--- src/rtl/cam_cmd_sequencer.sv ---
// Command sequencer in front of the 32-entry CAM: queues read/write/search commands,
// issues one per cycle, and returns read/search results in order under credit control.
module cam_cmd_sequencer #(
  parameter int DATA_W    = 32,
  parameter int IDX_W     = 5,
  parameter int CMD_DEPTH = 4,
  parameter int RSP_DEPTH = 4,
  parameter int CAM_LAT   = 1
) (
  input  logic              clk,
  input  logic              rst_i,
  input  logic              cmd_valid_i,
  output logic              cmd_ready_o,
  input  logic [1:0]        cmd_op_i,
  input  logic [IDX_W-1:0]  cmd_index_i,
  input  logic [DATA_W-1:0] cmd_data_i,
  output logic              cam_read_enable_o,
  output logic [IDX_W-1:0]  cam_read_index_o,
  output logic              cam_write_enable_o,
  output logic [IDX_W-1:0]  cam_write_index_o,
  output logic [DATA_W-1:0] cam_write_data_o,
  output logic              cam_search_enable_o,
  output logic [DATA_W-1:0] cam_search_data_o,
  input  logic              cam_read_valid_i,
  input  logic [DATA_W-1:0] cam_read_value_i,
  input  logic              cam_search_valid_i,
  input  logic [IDX_W-1:0]  cam_search_index_i,
  output logic              rsp_valid_o,
  input  logic              rsp_ready_i,
  output logic              rsp_op_o,
  output logic              rsp_hit_o,
  output logic [DATA_W-1:0] rsp_data_o,
  output logic              busy_o,
  output logic [7:0]        err_cnt_o
);

  localparam int CPW = $clog2(CMD_DEPTH);
  localparam int RPW = $clog2(RSP_DEPTH);
  localparam int CCW = CPW + 1;
  localparam int RCW = RPW + 1;
  localparam int SW  = RPW + 4;

  localparam logic [1:0] OP_READ   = 2'b00;
  localparam logic [1:0] OP_WRITE  = 2'b01;
  localparam logic [1:0] OP_SEARCH = 2'b10;

  typedef enum logic [1:0] {IDLE = 2'b00, ISSUE = 2'b01, HOLD = 2'b10} state_t;

  state_t              state_r;
  logic [1:0]          cmd_op_mem_r   [CMD_DEPTH];
  logic [IDX_W-1:0]    cmd_idx_mem_r  [CMD_DEPTH];
  logic [DATA_W-1:0]   cmd_data_mem_r [CMD_DEPTH];
  logic [CPW-1:0]      cmd_wr_ptr_r, cmd_rd_ptr_r;
  logic [CCW-1:0]      cmd_count_r;
  logic                rsp_op_mem_r   [RSP_DEPTH];
  logic                rsp_hit_mem_r  [RSP_DEPTH];
  logic [DATA_W-1:0]   rsp_data_mem_r [RSP_DEPTH];
  logic [RPW-1:0]      rsp_wr_ptr_r, rsp_rd_ptr_r;
  logic [RCW-1:0]      rsp_count_r;
  logic [CAM_LAT-1:0]  track_v_r, track_op_r;
  logic [2:0]          inflight_r;
  logic                cmd_ready_r, rsp_valid_r, busy_r;
  logic [7:0]          err_cnt_r;
  logic                rd_en_r, wr_en_r, sr_en_r;
  logic [IDX_W-1:0]    rd_idx_r, wr_idx_r;
  logic [DATA_W-1:0]   wr_data_r, sr_data_r;

  logic [1:0]          head_op_s;
  logic                needs_credit_s, credit_ok_s;
  logic                cmd_push_s, cmd_pop_s, issue_rs_s;
  logic                cap_s, cap_hit_s, rsp_pop_s;
  logic [DATA_W-1:0]   cap_data_s;
  logic [CCW-1:0]      cmd_count_next_s;
  logic [RCW-1:0]      rsp_count_next_s;
  logic [2:0]          inflight_next_s;

  // Handshakes, credit check and next-count arithmetic
  always_comb begin
    head_op_s      = cmd_op_mem_r[cmd_rd_ptr_r];
    needs_credit_s = (head_op_s == OP_READ) || (head_op_s == OP_SEARCH);
    credit_ok_s    = (SW'(rsp_count_r) + SW'(inflight_r)) < SW'(RSP_DEPTH);
    cmd_push_s     = cmd_valid_i & cmd_ready_r;
    if (state_r == ISSUE) begin
      cmd_pop_s = !needs_credit_s || credit_ok_s;
    end else begin
      cmd_pop_s = 1'b0;
    end
    issue_rs_s = cmd_pop_s & needs_credit_s;
    cap_s      = track_v_r[CAM_LAT-1];
    // The tracker tag alone decides which CAM port is sampled
    if (track_op_r[CAM_LAT-1]) begin
      cap_hit_s  = cam_search_valid_i;
      cap_data_s = {{(DATA_W-IDX_W){1'b0}}, cam_search_index_i};
    end else begin
      cap_hit_s  = cam_read_valid_i;
      cap_data_s = cam_read_value_i;
    end
    rsp_pop_s        = rsp_valid_r & rsp_ready_i;
    cmd_count_next_s = cmd_count_r + CCW'(cmd_push_s) - CCW'(cmd_pop_s);
    rsp_count_next_s = rsp_count_r + RCW'(cap_s) - RCW'(rsp_pop_s);
    inflight_next_s  = inflight_r + 3'(issue_rs_s) - 3'(cap_s);
  end

  // FIFO storage arrays (contents are qualified by the counts, so no reset)
  always_ff @(posedge clk) begin
    if (cmd_push_s) begin
      cmd_op_mem_r[cmd_wr_ptr_r]   <= cmd_op_i;
      cmd_idx_mem_r[cmd_wr_ptr_r]  <= cmd_index_i;
      cmd_data_mem_r[cmd_wr_ptr_r] <= cmd_data_i;
    end
    if (cap_s) begin
      rsp_op_mem_r[rsp_wr_ptr_r]   <= track_op_r[CAM_LAT-1];
      rsp_hit_mem_r[rsp_wr_ptr_r]  <= cap_hit_s;
      rsp_data_mem_r[rsp_wr_ptr_r] <= cap_data_s;
    end
  end

  // FIFO pointers, counts and registered status flags
  always_ff @(posedge clk) begin
    if (!rst_i) begin
      cmd_wr_ptr_r <= '0;
      cmd_rd_ptr_r <= '0;
      cmd_count_r  <= '0;
      rsp_wr_ptr_r <= '0;
      rsp_rd_ptr_r <= '0;
      rsp_count_r  <= '0;
      cmd_ready_r  <= 1'b1;
      rsp_valid_r  <= 1'b0;
      busy_r       <= 1'b0;
    end else begin
      if (cmd_push_s) cmd_wr_ptr_r <= cmd_wr_ptr_r + CPW'(1'b1);
      if (cmd_pop_s)  cmd_rd_ptr_r <= cmd_rd_ptr_r + CPW'(1'b1);
      if (cap_s)      rsp_wr_ptr_r <= rsp_wr_ptr_r + RPW'(1'b1);
      if (rsp_pop_s)  rsp_rd_ptr_r <= rsp_rd_ptr_r + RPW'(1'b1);
      cmd_count_r <= cmd_count_next_s;
      rsp_count_r <= rsp_count_next_s;
      cmd_ready_r <= cmd_count_next_s < CCW'(CMD_DEPTH);
      rsp_valid_r <= rsp_count_next_s != '0;
      busy_r      <= (cmd_count_next_s != '0) || (inflight_next_s != '0);
    end
  end

  // In-flight tracker: one {valid, is_search} tag per CAM latency stage
  always_ff @(posedge clk) begin
    if (!rst_i) begin
      track_v_r  <= '0;
      track_op_r <= '0;
      inflight_r <= '0;
    end else begin
      track_v_r[0]  <= issue_rs_s;
      track_op_r[0] <= head_op_s == OP_SEARCH;
      for (int i = 1; i < CAM_LAT; i++) begin
        track_v_r[i]  <= track_v_r[i-1];
        track_op_r[i] <= track_op_r[i-1];
      end
      inflight_r <= inflight_next_s;
    end
  end

  // Issue FSM with registered CAM port drive and illegal-op counter
  always_ff @(posedge clk) begin
    if (!rst_i) begin
      state_r   <= IDLE;
      rd_en_r   <= 1'b0;
      wr_en_r   <= 1'b0;
      sr_en_r   <= 1'b0;
      rd_idx_r  <= '0;
      wr_idx_r  <= '0;
      wr_data_r <= '0;
      sr_data_r <= '0;
      err_cnt_r <= 8'd0;
    end else begin
      rd_en_r <= 1'b0;
      wr_en_r <= 1'b0;
      sr_en_r <= 1'b0;
      case (state_r)
        IDLE: state_r <= cmd_push_s ? ISSUE : IDLE;
        ISSUE: begin
          if (cmd_pop_s) begin
            case (head_op_s)
              OP_READ: begin
                rd_en_r  <= 1'b1;
                rd_idx_r <= cmd_idx_mem_r[cmd_rd_ptr_r];
              end
              OP_WRITE: begin
                wr_en_r   <= 1'b1;
                wr_idx_r  <= cmd_idx_mem_r[cmd_rd_ptr_r];
                wr_data_r <= cmd_data_mem_r[cmd_rd_ptr_r];
              end
              OP_SEARCH: begin
                sr_en_r   <= 1'b1;
                sr_data_r <= cmd_data_mem_r[cmd_rd_ptr_r];
              end
              default: begin
                if (err_cnt_r != 8'hFF) err_cnt_r <= err_cnt_r + 8'd1;
              end
            endcase
            state_r <= (cmd_count_next_s == '0) ? IDLE : ISSUE;
          end else begin
            state_r <= HOLD;
          end
        end
        HOLD:    state_r <= credit_ok_s ? ISSUE : HOLD;
        default: state_r <= IDLE;
      endcase
    end
  end

  assign cmd_ready_o         = cmd_ready_r;
  assign cam_read_enable_o   = rd_en_r;
  assign cam_read_index_o    = rd_idx_r;
  assign cam_write_enable_o  = wr_en_r;
  assign cam_write_index_o   = wr_idx_r;
  assign cam_write_data_o    = wr_data_r;
  assign cam_search_enable_o = sr_en_r;
  assign cam_search_data_o   = sr_data_r;
  assign rsp_valid_o         = rsp_valid_r;
  assign rsp_op_o            = rsp_op_mem_r[rsp_rd_ptr_r];
  assign rsp_hit_o           = rsp_hit_mem_r[rsp_rd_ptr_r];
  assign rsp_data_o          = rsp_data_mem_r[rsp_rd_ptr_r];
  assign busy_o              = busy_r;
  assign err_cnt_o           = err_cnt_r;

endmodule
--- config.mk ---
export PLATFORM = sky130hd
export DESIGN_NAME = cam_cmd_sequencer
export DESIGN_NICKNAME = d
export VERILOG_FILES = /design/src/rtl/cam_cmd_sequencer.sv
export SDC_FILE = /design/constraint.sdc
export NUM_CORES = 1
export LEC_CHECK = 0
export CORE_AREA = 8 8 165 167
export CTS_CLUSTER_SIZE = 10
export DETAILED_ROUTE_END_ITERATION = 12
export DIE_AREA = 0 0 173 175
export DONT_BUFFER_PORTS = 1
export GPL_ROUTABILITY_DRIVEN = 0
export PLACE_DENSITY_LB_ADDON = 0.1
export SYNTH_ARGS = -nofsm -noshare
export SYNTH_HDL_FRONTEND = slang
export SYNTH_SLANG_ARGS = --single-unit
--- constraint.sdc ---
create_clock -name clk -period 4 [get_ports clk]
set_clock_uncertainty 0.1 [all_clocks]
set_input_delay 0.4 -clock clk [delete_from_list [all_inputs] [get_ports clk]]
set_output_delay 0.4 -clock clk [all_outputs]
set_load 0.02 [all_outputs]
# Word-level counts from Yosys, hierarchy flattened
# Memory sizes are Yosys's and may differ from the RTL's. A register that Yosys moved wholly into a read port is not among the register bits.
# Index checks and enable logic that the tools add are counted.
word_totals:
  reg_bits: 109
  ram_bits: 292
  in_bits: 82
  output_inout_bits: 122
  elab_cells: 93
  memories: 6
op_classes:
  add_sub_neg: 12
  order_cmp: 2
  eq_ne: 5
  n_mux: 27
  bitwise_logic: 4
  reduce_logical: 16
memory_table:
  columns: ["name", "depth", "word_bits", "rd", "rd_clocked_by_memory_dff", "write_ports", "line_no", "source"]
  rows:
  - ["cmd_data_mem_r", 4, 32, 1, 1, 1, "52", "logic [DATA_W-1:0] cmd_data_mem_r [CMD_DEPTH];"]
  - ["rsp_data_mem_r", 4, 32, 1, 1, 1, "57", "logic [DATA_W-1:0] rsp_data_mem_r [RSP_DEPTH];"]
  - ["cmd_idx_mem_r", 4, 5, 1, 1, 1, "51", "logic [IDX_W-1:0] cmd_idx_mem_r [CMD_DEPTH];"]
  - ["cmd_op_mem_r", 4, 2, 1, 1, 1, "50", "logic [1:0] cmd_op_mem_r [CMD_DEPTH];"]
  - ["rsp_hit_mem_r", 4, 1, 1, 1, 1, "56", "logic rsp_hit_mem_r [RSP_DEPTH];"]
  - ["rsp_op_mem_r", 4, 1, 1, 1, 1, "55", "logic rsp_op_mem_r [RSP_DEPTH];"]
op_table:
  columns: ["op", "count"]
  rows:
  - ["2-to-1 mux 32 bit", 1]
  - ["2-to-1 mux 2 bit", 14]
  - ["AND reduction 3 bit", 4]
  - ["2-to-1 mux 1 bit", 11]
  - ["adder 3 x 1 -> 3 bit", 3]
  - ["nonzero test 3 bit", 3]
  - ["subtractor 3 x 1 -> 3 bit", 3]
  - ["adder 2 x 1 -> 2 bit, second input constant", 4]
  - ["adder 8 x 1 -> 8 bit, second input constant", 1]
  - ["!= test 8 bit, second input constant", 1]
  - ["one-hot mux 2 bit (3 select lines)", 1]
  - ["adder 3 x 3 -> 4 bit", 1]
  - ["== test 2 x 1 -> 1 bit, second input constant", 2]
  - ["== test 2 bit, second input constant", 2]
  - ["logical NOT 2 bit", 2]
  - ["< comparator 4 x 3 -> 1 bit, second input constant", 1]
  - ["AND reduction 4 bit", 1]
  - ["AND 1 bit", 3]
  - ["logical NOT 3 bit", 1]
  - ["logical OR 1 bit", 3]
  - ["< comparator 3 bit, second input constant", 1]
  - ["OR reduction 3 bit", 1]
  - ["logical NOT 1 bit", 1]
  - ["NOT 1 bit", 1]

# Longest topological paths before layout
depth:
  ltp_word: 10
  ltp_mapped: 11
  mapped_depth_nobuf: 11

# Least setup slack after synthesis
# No wires, ideal clock.
synth_timing:
  path_kind: "flip-flop to flip-flop"
  from: "reg (tool-made name)"
  to: "reg busy_r (netlist: busy_o)"
  setup_time_ps: 125
  t_arrival_ps: 2983
  t_required_ps: 3775
  path_slack_ps: 792
  stages_incl_launch_ff: 11
  n_path_buf: 0
  synth_period_minus_slack_ps: 3208
  cell_sequence: "dfxtp_1 -> mux4_2 -> o21bai_1 -> and2_1 -> ha_1 -> inv_1 -> ha_1 -> fa_1 -> xnor2_1 -> or3_1 -> o41a_1"
synth_lines:
  columns: ["item", "line_no", "source"]
  rows:
  - ["end signal, assigned", "139", "busy_r <= (cmd_count_next_s != '0) || (inflight_next_s != '0);"]
  - ["end, declared", "62", "logic cmd_ready_r, rsp_valid_r, busy_r;"]

# Worst setup path after layout
layout_timing:
  from: "reg rsp_count_r[2]"
  to: "reg busy_r (netlist: busy_o)"
layout_via:
  word_cells_on_any_way: 11
  classes_between: "4 x add/sub; 1 x order compare; 1 x mux; 1 x bitwise; 4 x reduce/logical"
layout_lines:
  columns: ["item", "line_no", "source"]
  rows:
  - ["start, declared", "59", "logic [RCW-1:0] rsp_count_r;"]
  - ["start signal, assigned", "136", "rsp_count_r <= rsp_count_next_s;"]
  - ["adder 3 x 3 -> 4 bit", "81", "credit_ok_s = (SW'(rsp_count_r) + SW'(inflight_r)) < SW'(RSP_DEPTH);"]
  - ["< comparator 4 x 3 -> 1 bit", "81", null]
  - ["logical OR 1 bit", "84", "cmd_pop_s = !needs_credit_s || credit_ok_s;"]
  - ["2-to-1 mux 1 bit", "83", "if (state_r == ISSUE) begin"]
  - ["net cmd_pop_s", "70", "logic cmd_push_s, cmd_pop_s, issue_rs_s;"]
  - ["subtractor 3 x 1 -> 3 bit", "99", "cmd_count_next_s = cmd_count_r + CCW'(cmd_push_s) - CCW'(cmd_pop_s);"]
  - ["net cmd_count_next_s[1]", "73", "logic [CCW-1:0] cmd_count_next_s;"]
  - ["nonzero test 3 bit", "139", null]
  - ["logical OR 1 bit", "139", null]
# The timed path passes the listed nets, and every way through them passes these cells.
# A chain may end at the register's enable or synchronous reset.

==> flow_metrics.py <==
metrics = {
    "place": {
        "place_hpwl_um": 18700,
        "portBuffers": 0,
        "pre_cts_ws_ps": 605,
    },
    "floorplanning": {
        "dieArea_sq_mm": 0.0303,
        "die_w_um": 173,
        "io_pins": 204,
        "rows": 58,
        "core_sq_mm": 0.0247,
        "dieHeight_um": 175,
        "initial_core_util": 0.614,
    },
    "synth": {
        "yosysWarnings": 0,
        "yosysSeqAreaShare": 0.729,
        "synth_edf_count": 292,
        "syn_nets": 990,
        "synthFlopType": "edfxtp_1",
        "yosysUniqueCellTypes": 39,
        "synth_area_sq_mm": 0.0151,
        "async_reset_ff_frac": 0,
        "syn_area_per_cell_sq_um": 17.1,
        "ys_ff_latch": 405,
        "syn_inst": 888,
    },
    "timing": {
        "post-route-min-period_ps": 3400,
        "rsz0062_at_grt": "no",
        "max_freq_mhz": 295,
        "fin_hold_ws_ps": 20.9,
        "hold_violations": 0,
        "worst_slack_ps": 605,
        "slew_headroom": 0.240,
        "setup_viol": 0,
        "fin_tns_setup_ps": 0,
        "worstMarginPinSlew_ps": 1140,
        "drv_slew": 0,
        "fin_crit_sh": 0.849,
    },
    "power": {
        "p_seq_frac": 0.490,
        "intPower_mw": 8.01,
        "irDropWorstVdd_uv": 422,
        "leakagePower_nw": 5.86,
        "combPwrFrac": 0.174,
        "power_frac_clock": 0.336,
        "power-per-cell-area_mw_per_mm2": 638,
        "switching_share": 0.270,
        "net-switching-power_mw": 2.97,
    },
    "routing": {
        "first_iter_violations": 477,
        "drc": 0,
        "avgViaCountPerCell": 5.92,
        "wl_per_cell_um": 23.3,
        "dr_total_vias": 7743,
        "ant_nets": 0,
        "drt_first_pass_iters": 7,
        "drt_wl_total_um": 30500,
    },
    "grt": {
        "grt_max_degree": 107,
        "grt_pass1_vias": 8231,
        "grt_overflow": 0,
        "grtUsageTotal": 0.200,
        "grt_pass1_wl_um": 47600,
        "antenna_found_initial": 2,
    },
    "final_layout": {
        "final_core_util": 0.697,
        "syn_to_final_growth_pct": 13.5,
        "layout-drive-gt1-share": 0.154,
        "nets": 1041,
    },
    "cts": {
        "cts_resized": 0,
        "cts.sinks": 405,
        "postCtsSetupBuffers": 0,
        "clk_path_buf_depth": 3,
        "hold_buffers": 43,
        "clockRootBuffer": "clkbuf_16",
        "clkTransAtPathRegs_ps": 60,
        "cts_tree": "built",
        "cts_inserted_buffers": 46,
        "htreeDepth": 2,
        "clk_latency_ps": 520,
    },
    "worst_setup_path": {
        "path_class": "flip-flop to flip-flop",
        "crit_fanout": 5,
        "cp.arrival_ps": 3700,
        "rrSetupSlack_ps": 600,
        "endpoint_kind": "flip-flop",
        "cp.required_ps": 4300,
        "cp-start-kind": "flip-flop",
    },
    "run": {
        "max_cap_violations": 0,
    },
    "outcome": {
        "status": "finished clean",
    },
    "worst_hold_path": {
        "hp-class": "input pin to flip-flop",
    },
}
==> logic make-up (layout without fill, tap and decap cells) <==
family          count (synthesis)  count (layout)  synth area share
flops                         405             405             0.729
mux                           118             118             0.139
compound gates                 60              60            0.0217
simple gates                  207             207            0.0675
fa+ha+maj                      20              20            0.0180
buf+inv                        67             155            0.0190
xor+xnor                       11              11           0.00636
other cells                     0               2                 0
==> power groups by stage <==
stage                     combinational, mW  sequential [mW]  clock (mW)
after detailed placement               1.86             5.47           0
after floorplan                        1.55             5.34           0
after CTS                              1.95             5.39        3.75
after global routing                   2.10             5.42        3.93
after global placement                 1.80             5.44           0
final                                  1.91             5.38        3.69
==> final timing paths <==
check,from,end,cells past startpoint
worst max register to register,rsp_count_r[2]$_SDFF_PN0_,busy_o$_SDFF_PN0_,10
worst min register to register,cmd_rd_ptr_r[0]$_SDFFE_PN0N_,cmd_rd_ptr_r[0]$_SDFFE_PN0N_,2
worst max-delay path,rsp_count_r[2]$_SDFF_PN0_,busy_o$_SDFF_PN0_,10
worst min-delay path,rst_i,cam_search_data_o[7]$_SDFFE_PN0P_,2
==> metrics by stage <==
| stage | instances | power (mW) | cell area [sq um] |
|---|---|---|---|
| global placement | 1178 | 7.24 | 15400 |
| detailed placement | 1178 | 7.33 | 15400 |
| finish | 1308 | 11.0 | 17200 |
| CTS | 1306 | 11.1 | 17200 |
| global route | 1308 | 11.5 | 17200 |
| floorplan | 888 | 6.89 | 15100 |
==> layout make-up <==
cell class              count  area [sq um]
diodes                      2          5.00
clock buffers              83          1310
clock inverters             2          13.8
fillers                  1595          7480
inverters                  17          63.8
multi-input cells         416          3830
flip-flops and latches    405         11000
well taps                 330           413
repair buffers             53           523
==> registers in the layout (all words and copies together), names as in the netlist, 4 cells and up, named ones only <==
signal / flops
rsp_hit_mem_r: 4
cam_write_data_o: 32
cmd_data_mem_r: 128
cam_read_index_o: 5
rsp_op_mem_r: 4
err_cnt_o: 8
cam_write_index_o: 5
cmd_idx_mem_r: 20
rsp_data_mem_r: 128
cam_search_data_o: 32
cmd_op_mem_r: 8
==> synthesized netlist by cell type, types with 2 or more instances <==
library cell,instances,area share
edfxtp_1,292,0.58
nand3_1,43,0.014
o31ai_1,3,0.0015
o21ai_0,44,0.015
nand2_1,82,0.020
buf_2,5,0.0017
ha_1,17,0.014
mux4_2,73,0.11
and3_1,7,0.0029
dfxtp_1,113,0.15
a21oi_1,8,0.0026
buf_6,4,0.0030
buf_1,10,0.0025
xnor2_1,7,0.0040
mux2_2,6,0.0045
nor2b_1,28,0.012
and2_1,15,0.0062
mux2i_1,39,0.026
or3_1,5,0.0021
inv_1,17,0.0042
nand2b_1,2,0.00083
clkbuf_1,31,0.0077
xor2_1,4,0.0023
nor2_1,12,0.0030
or4_1,4,0.0020
nand4_1,2,0.00083
fa_1,3,0.0040
==> worst max-delay path, cell delays in order, from the launching register on <==
cell and delay, ps:
dfxtp_1 330, ha_1 290, or3_1 410, o21bai_1 300, and2_1 240, ha_1 240
inv_1 60, ha_1 150, fa_1 420, or3_1 390, o41a_1 370
==> cells in the final DEF, fill, tap and decap left out, types with 2 or more instances in the layout <==
cell type      Yosys  layout
nand3_1           43      43
or4_1              4       4
inv_1             17      17
nand2_1           82      82
and3_1             7       3
edfxtp_1         292     292
o21ai_0           44      44
o31ai_1            3       3
diode_2            0       2
dfxtp_1          113     110
xnor2_1            7       7
mux2_2             6       6
a21oi_1            8       8
mux4_2            73      73
buf_4              0      10
dlygate4sd3_1      0      42
clkbuf_16          0      47
or3_1              5       5
nand2b_1           2       2
and3_2             0       4
clkbuf_1          31      36
nor2_1            12      12
nor2b_1           28      28
mux2i_1           39      39
xor2_1             4       4
fa_1               3       3
ha_1              17      17
dfxtp_2            0       3
and2_1            15      15
nand4_1            2       2
==> layer usage <==
| layer | vias to the layer above | wire length [um] | part of all wire | global-route usage |
|---|---|---|---|---|
| met2 | 238 | 16300 | 0.53 | 0.354 |
| met1 | 3987 | 12000 | 0.39 | 0.240 |
| met3 | 40 | 1710 | 0.056 | 0.0492 |
| met5 | - | 0 | 0 | 0 |
| li1 | 3478 | - | - | - |
| met4 | 0 | 538 | 0.018 | 0.0553 |
Power figures use the tool's default switching activity.
